**config.mk**
```make
export PLATFORM = sky130hd
export DESIGN_NAME = oka_clmul_seq_flat
export DESIGN_NICKNAME = d
export VERILOG_FILES = /design/src/rtl/oka_clmul_seq_if.sv /design/src/rtl/oka_clmul_seq.sv /design/src/flat_wrapper.sv
export SDC_FILE = /design/constraint.sdc
export NUM_CORES = 1
export LEC_CHECK = 0
export ABC_AREA = 1
export CAP_MARGIN = 40
export CORE_MARGIN = 2
export CORE_UTILIZATION = 53
export DETAILED_ROUTE_END_ITERATION = 7
export PLACE_DENSITY_LB_ADDON = 0.1
export SLEW_MARGIN = 20
export SYNTH_ARGS = -nofsm -noshare
export SYNTH_HDL_FRONTEND = slang
export SYNTH_SLANG_ARGS = --single-unit
```
**constraint.sdc**
```tcl
create_clock -name clk -period 2.1 [get_ports clk]
set_clock_uncertainty 0.2 [all_clocks]
set_input_delay 0.315 -clock clk [delete_from_list [all_inputs] [get_ports clk]]
set_output_delay 0.315 -clock clk [all_outputs]
set_load 0.01 [all_outputs]
```
**src/rtl/oka_clmul_seq_if.sv**
```systemverilog
// Operand/result handshake bundle for oka_clmul_seq.
// The master drives operands and accepts results; the multiplier is the slave.
interface oka_clmul_seq_if #(
    parameter int W = 8
) ();
    logic [W-1:0]   a;
    logic [W-1:0]   b;
    logic           in_valid;
    logic           in_ready;
    logic [2*W-2:0] y;
    logic           out_valid;
    logic           out_ready;
    logic           busy;

    modport master (
        output a, b, in_valid, out_ready,
        input  in_ready, y, out_valid, busy
    );

    modport slave (
        input  a, b, in_valid, out_ready,
        output in_ready, y, out_valid, busy
    );
endinterface

```
**src/rtl/oka_clmul_seq.sv**
```systemverilog
// Digit-serial GF(2) multiplier, D bits of b per cycle, optional mod-POLY reduction (OKA_MOD_REDUCE_EN).
// Latency: W/D cycles after accept, plus W-1 reduction cycles when OKA_MOD_REDUCE_EN is defined.
// Backpressure: one operation in flight; in_ready only in IDLE, result held in DONE until out_ready.
module oka_clmul_seq #(
    parameter int           W    = 8,
    parameter int           D    = 2,
    parameter logic [W-1:0] POLY = 8'h1B
) (
    input  logic             clk,
    input  logic             rst,
    oka_clmul_seq_if.slave   bus
);
    localparam int NDIG = W / D;
    localparam int CW   = (NDIG > 1) ? $clog2(NDIG) : 1;
    localparam int AW   = 2 * W - 1;

    if (W < 2 || D < 1 || D > W || (W % D) != 0) begin : g_bad_param
        $error("oka_clmul_seq: need W>=2, 1<=D<=W and W %% D == 0");
    end
    if ($bits(POLY) != W) begin : g_bad_poly
        $error("oka_clmul_seq: POLY must be W bits wide");
    end

`ifdef OKA_MOD_REDUCE_EN
    typedef enum logic [1:0] {S_IDLE = 2'd0, S_CALC = 2'd1, S_RED = 2'd2, S_DONE = 2'd3} state_e;
`else
    typedef enum logic [1:0] {S_IDLE = 2'd0, S_CALC = 2'd1, S_DONE = 2'd3} state_e;
`endif

    state_e          state_q, state_d;
    logic [W-1:0]    a_q, a_d;
    logic [W-1:0]    b_q, b_d;
    logic [AW-1:0]   acc_q, acc_d;
    logic [CW-1:0]   cnt_q, cnt_d;
    logic [AW-1:0]   pp;
    logic [AW-1:0]   calc_acc;

    // Top digit of b selects shifted copies of a; Horner step keeps MSB-first order.
    always_comb begin
        pp = '0;
        for (int i = 0; i < D; i++) begin
            if (b_q[W-D+i]) begin
                pp = pp ^ (AW'(a_q) << i);
            end
        end
        calc_acc = (acc_q << D) ^ pp;
    end

`ifdef OKA_MOD_REDUCE_EN
    localparam int            KW       = $clog2(AW);
    localparam logic [AW-1:0] POLY_EXT = AW'({1'b1, POLY});

    logic [KW-1:0] k_q, k_d;
    logic [AW-1:0] red_acc;

    // Long division, one quotient bit per cycle from degree 2W-2 down to W.
    always_comb begin
        red_acc = acc_q;
        if (acc_q[k_q]) begin
            red_acc = acc_q ^ (POLY_EXT << (k_q - KW'(W)));
        end
    end
`endif

    always_comb begin
        state_d = state_q;
        a_d     = a_q;
        b_d     = b_q;
        acc_d   = acc_q;
        cnt_d   = cnt_q;
`ifdef OKA_MOD_REDUCE_EN
        k_d     = k_q;
`endif
        case (state_q)
            S_IDLE: begin
                if (bus.in_valid) begin
                    a_d     = bus.a;
                    b_d     = bus.b;
                    acc_d   = '0;
                    cnt_d   = '0;
                    state_d = S_CALC;
                end
            end
            S_CALC: begin
                acc_d = calc_acc;
                b_d   = b_q << D;
                cnt_d = cnt_q + CW'(1);
                if (cnt_q == CW'(NDIG - 1)) begin
`ifdef OKA_MOD_REDUCE_EN
                    state_d = S_RED;
                    k_d     = KW'(AW - 1);
`else
                    state_d = S_DONE;
`endif
                end
            end
`ifdef OKA_MOD_REDUCE_EN
            S_RED: begin
                acc_d = red_acc;
                k_d   = k_q - KW'(1);
                if (k_q == KW'(W)) begin
                    state_d = S_DONE;
                end
            end
`endif
            S_DONE: begin
                if (bus.out_ready) begin
                    state_d = S_IDLE;
                end
            end
            default: state_d = S_IDLE;
        endcase
    end

    always_ff @(posedge clk) begin
        if (rst) begin
            state_q <= S_IDLE;
            a_q     <= '0;
            b_q     <= '0;
            acc_q   <= '0;
            cnt_q   <= '0;
`ifdef OKA_MOD_REDUCE_EN
            k_q     <= '0;
`endif
        end else begin
            state_q <= state_d;
            a_q     <= a_d;
            b_q     <= b_d;
            acc_q   <= acc_d;
            cnt_q   <= cnt_d;
`ifdef OKA_MOD_REDUCE_EN
            k_q     <= k_d;
`endif
        end
    end

    assign bus.in_ready  = (state_q == S_IDLE);
    assign bus.out_valid = (state_q == S_DONE);
    assign bus.busy      = (state_q != S_IDLE);
    assign bus.y         = acc_q;
endmodule

```
**src/flat_wrapper.sv**
```systemverilog
// flat-port wrapper written by rule: the top's interface ports become plain ports
module oka_clmul_seq_flat 
#(
    parameter int           W    = 8,
    parameter int           D    = 2,
    parameter logic [W-1:0] POLY = 8'h1B
)
  (clk, rst, bus_a, bus_b, bus_in_valid, bus_out_ready, bus_in_ready, bus_y, bus_out_valid, bus_busy);
  oka_clmul_seq_if #(.W(W)) bus_i ();
  input  logic clk;
  input  logic rst;
  input wire logic [$bits(bus_i.a)-1:0] bus_a;
  input wire logic [$bits(bus_i.b)-1:0] bus_b;
  input wire logic [$bits(bus_i.in_valid)-1:0] bus_in_valid;
  input wire logic [$bits(bus_i.out_ready)-1:0] bus_out_ready;
  output wire logic [$bits(bus_i.in_ready)-1:0] bus_in_ready;
  output wire logic [$bits(bus_i.y)-1:0] bus_y;
  output wire logic [$bits(bus_i.out_valid)-1:0] bus_out_valid;
  output wire logic [$bits(bus_i.busy)-1:0] bus_busy;
  assign bus_i.a = bus_a;
  assign bus_i.b = bus_b;
  assign bus_i.in_valid = bus_in_valid;
  assign bus_i.out_ready = bus_out_ready;
  assign bus_in_ready = bus_i.in_ready;
  assign bus_y = bus_i.y;
  assign bus_out_valid = bus_i.out_valid;
  assign bus_busy = bus_i.busy;
  oka_clmul_seq #(.W(W), .D(D), .POLY(POLY)) u_core (.clk(clk), .rst(rst), .bus(bus_i));
endmodule
```
==> results.tsv <==
stage	metric	value	unit
cts	cts_resized	0	
floorplanning	fp.dieH	59.5	µm
worst_setup_path	crit_path_max_incr_delay	0.59	ns
routing	routedWlPerCell	11.1	µm
min_path	min_from	u_core.bus.y[14]	
worst_setup_path	worstSetupPathType	flip-flop to output port	
power	power	1.30	mW
worst_setup_path	r2r_slack	0.51	ns
worst_setup_path	r2r-start	u_core.state_q[0]	
synthesis	synthTopCellsByCount	nand2_1, dfxtp_1, inv_1	
worst_setup_path	critPathTopFamily	buffers and inverters	
floorplanning	core_region_area	3000	µm²
sta	min_period	2.01	ns
sta	totalNegativeSetupSlack	0	ns
routing	totalWireLength	3370	µm
grt	antenna_found_initial	0	
routing	drc_errors	0	
sta	rsz0062_at_grt	false	
cts	cts_sinks	35	
synthesis	yosys.cell_count.top_type	nand2_1	
power	leakage	0.944	nW
routing	final_antenna_net_count	0	
synthesis	yosysTopAreaCell	dfxtp_1	
routing	num_vias	1522	
run_status	outcome	completed	
synthesis	synth_nets	256	
synthesis	synthSimpleGateAreaFrac	0.311	
sta	worstMarginPinSlew	0.406	ns
routing	avgViaCountPerCell	5.01	
synthesis	ys_warn_count	0	
synthesis	yosys-top-cells-area	dfxtp_1, nand2_1, nand3_1	
grt	use_met3	0.0546	
synthesis	synth_compound_area_frac	0.144	
cts	cts_hold_repair.buffers	0	
floorplanning	die_x	59.5	µm
worst_setup_path	crit_path_max_fanout	4	
sta	finalMaxSlewViolations	0	
synthesis	yosys.area_share.xor_xnor	0	
finish	fillCellCount	278	
floorplanning	die_area	3540	µm²
cts	cts_root_buffer	clkbuf_4	
grt	grt_util_met2	0.375	
placement	hpwl	2340	µm
sta	max-slew-margin-rel	0.729	
synthesis	synth_top_family_by_area	simple AND/OR/NAND/NOR gates	
min_path	min_to	u_core.bus.y[14]	
floorplanning	io_pins	38	
synthesis	ys_types	21	
floorplanning	start_util	0.544	
sta	final-hold-violation-count	0	
synthesis	syn_inst	235	
worst_setup_path	cp-end-kind	output port	
cts	htreeDepth	2	
min_path	hold_depth	2	
synthesis	synthAdderAreaFrac	0.00766	
cts	cts_made_buffers	5	
grt	grt_pass1_vias	1421	
sta	setup_viol	0	
synthesis	synth_top_area_frac	0.429	
finish	antennaDiodeCount	0	
worst_setup_path	cp.arrival	1.50	ns
cts	clk_path_buf_depth	2	
synthesis	synth_mux_area_frac	0	
grt	overflow	0	
cts	cts_tree	built	
sta	holdWs	0.265	ns
worst_setup_path	path_buf_inv	1	
synthesis	synth_area	1630	µm²
routing	drt_first_pass_iters	4	
run	maxCapViolCount	0	
worst_setup_path	worstPathCellList	nor2_2, clkdlybuf4s50_1	
sta	max_freq	497	MHz
cts	cts_setup_buffers	0	
grt	use_met1	0.257	
power	p_per_area	638	nW/µm²
worst_setup_path	critPathLaunchType	flip-flop	
grt	grt-busiest-layer	met2	
finish	synthToLayoutAreaGrowth	25.0	%
routing	drtIter0Drc	56	
power	vdd_drop_max	0.494	mV
cts	clk_latency	0.34	ns
worst_setup_path	required	1.58	ns
floorplanning	rows	20	
grt	grt_max_degree	25	
finish	drive_gt1_frac	0.0664	
worst_setup_path	r2r-end	u_core.b_q[7]	
sta	period_share	0.957	
min_path	hold_class	flip-flop to flip-flop	
synthesis	avgSynthCellArea	6.95	µm²
synthesis	ys_seq_area_frac	0.429	
synthesis	ys.flop_type	dfxtp_1	
synthesis	synth-edff-count	0	
synthesis	ys_ff_latch	35	
grt	grt_pass1_wl	5800	µm
worst_setup_path	slowest_stage	clkdlybuf4s50_1	
synthesis	synth_async_sr_flop_share	0	
placement	port_buffers	37	
placement	place.gp.congestion	0.759	
cts	cts.reportedPaths.clkPinSlew	0.10	ns
grt	grt_usage	0.223	
finish	nets	291	
worst_setup_path	r2r_cells	6	
## through the flow
| step | utilization | std cells | area, µm² | setup slack, ns |
|---|---|---|---|---|
| after floorplan | - | 235 | 1630 | 0.727 |
| after global placement | 0.663 | 296 | 1990 | 0.424 |
| after detailed placement | 0.663 | 296 | 1990 | 0.396 |
| after CTS | 0.680 | 304 | 2040 | 0.0680 |
| after global routing | 0.680 | 304 | 2040 | 0.0370 |
| final | 0.680 | 304 | 2040 | 0.0894 |
## worst reg2reg max path: stages, from the launching register on
cell,delay [ns]
dfxtp_1,0.45
nand2_4,0.13
inv_2,0.33
nand2_1,0.12
nand3_1,0.13
nand2_1,0.07
a21oi_2,0.11
## how the worst max path moves through the flow
stage | from | endpoint | cells after the start
after global routing | u_core.state_q[0] | bus_in_ready | 2
after CTS | u_core.state_q[0] | bus_in_ready | 2
after detailed placement | bus_in_valid | u_core.bus.y[3] | 6
final | u_core.state_q[0] | bus_in_ready | 2
after floorplan | u_core.state_q[1] | u_core.b_q[3] | 6
after global placement | bus_in_valid | u_core.bus.y[13] | 6
## layer usage
| layer | wire length [µm] | vias to the layer above |
|---|---|---|
| li1 | - | 809 |
| met1 | 1580 | 676 |
| met2 | 1580 | 30 |
| met3 | 117 | 7 |
| met4 | 85 | 0 |
| met5 | 0 | - |
## where the power goes
part	switching, mW	internal, mW	leakage (nW)	total (mW)
combinational	0.119	0.0957	0.623	0.214
sequential	0.0355	0.701	0.286	0.737
clock	0.227	0.124	0.0347	0.352
total	0.382	0.921	0.944	1.30
## registers in the layout, summed over array words and instances (netlist names)
register,count
u_core.cnt_q,2
u_core.b_q,8
u_core.a_q,8
u_core.bus.y,15
u_core.state_q,2
## placed cells by master (no fill, tap or decap), drive strengths merged, types with 3 or more instances in the layout
cell type / netlist / routed
nand2: 82 / 82
clkdlybuf4s50: 0 / 37
dfxtp: 35 / 35
inv: 29 / 29
nand3: 24 / 24
a21oi: 23 / 23
nor2: 13 / 13
o21ai: 10 / 10
o211a: 5 / 5
clkbuf: 3 / 5
clkinv: 0 / 3
## logic make-up (layout without fill, tap and decap cells)
| logic type | after synthesis | count (layout) |
|---|---|---|
| AND/OR/NAND/NOR | 120 | 120 |
| AO/OA/AOI/OAI | 40 | 40 |
| buffers and inverters | 39 | 75 |
| flip-flops | 35 | 35 |
| adder cells (fa/ha/maj) | 1 | 1 |
## area by class of cell
type	instances	area, µm²	share of cell area
clock buffers	5	37.5	0.0184
clock inverters	3	15.0	0.00735
inverters	29	114	0.0558
multi-input cells	161	756	0.370
flip-flops and latches	35	701	0.343
well taps	33	41.3	0.0202
repair buffers	38	378	0.185
No activity file was read; power rests on OpenSTA's default activity.
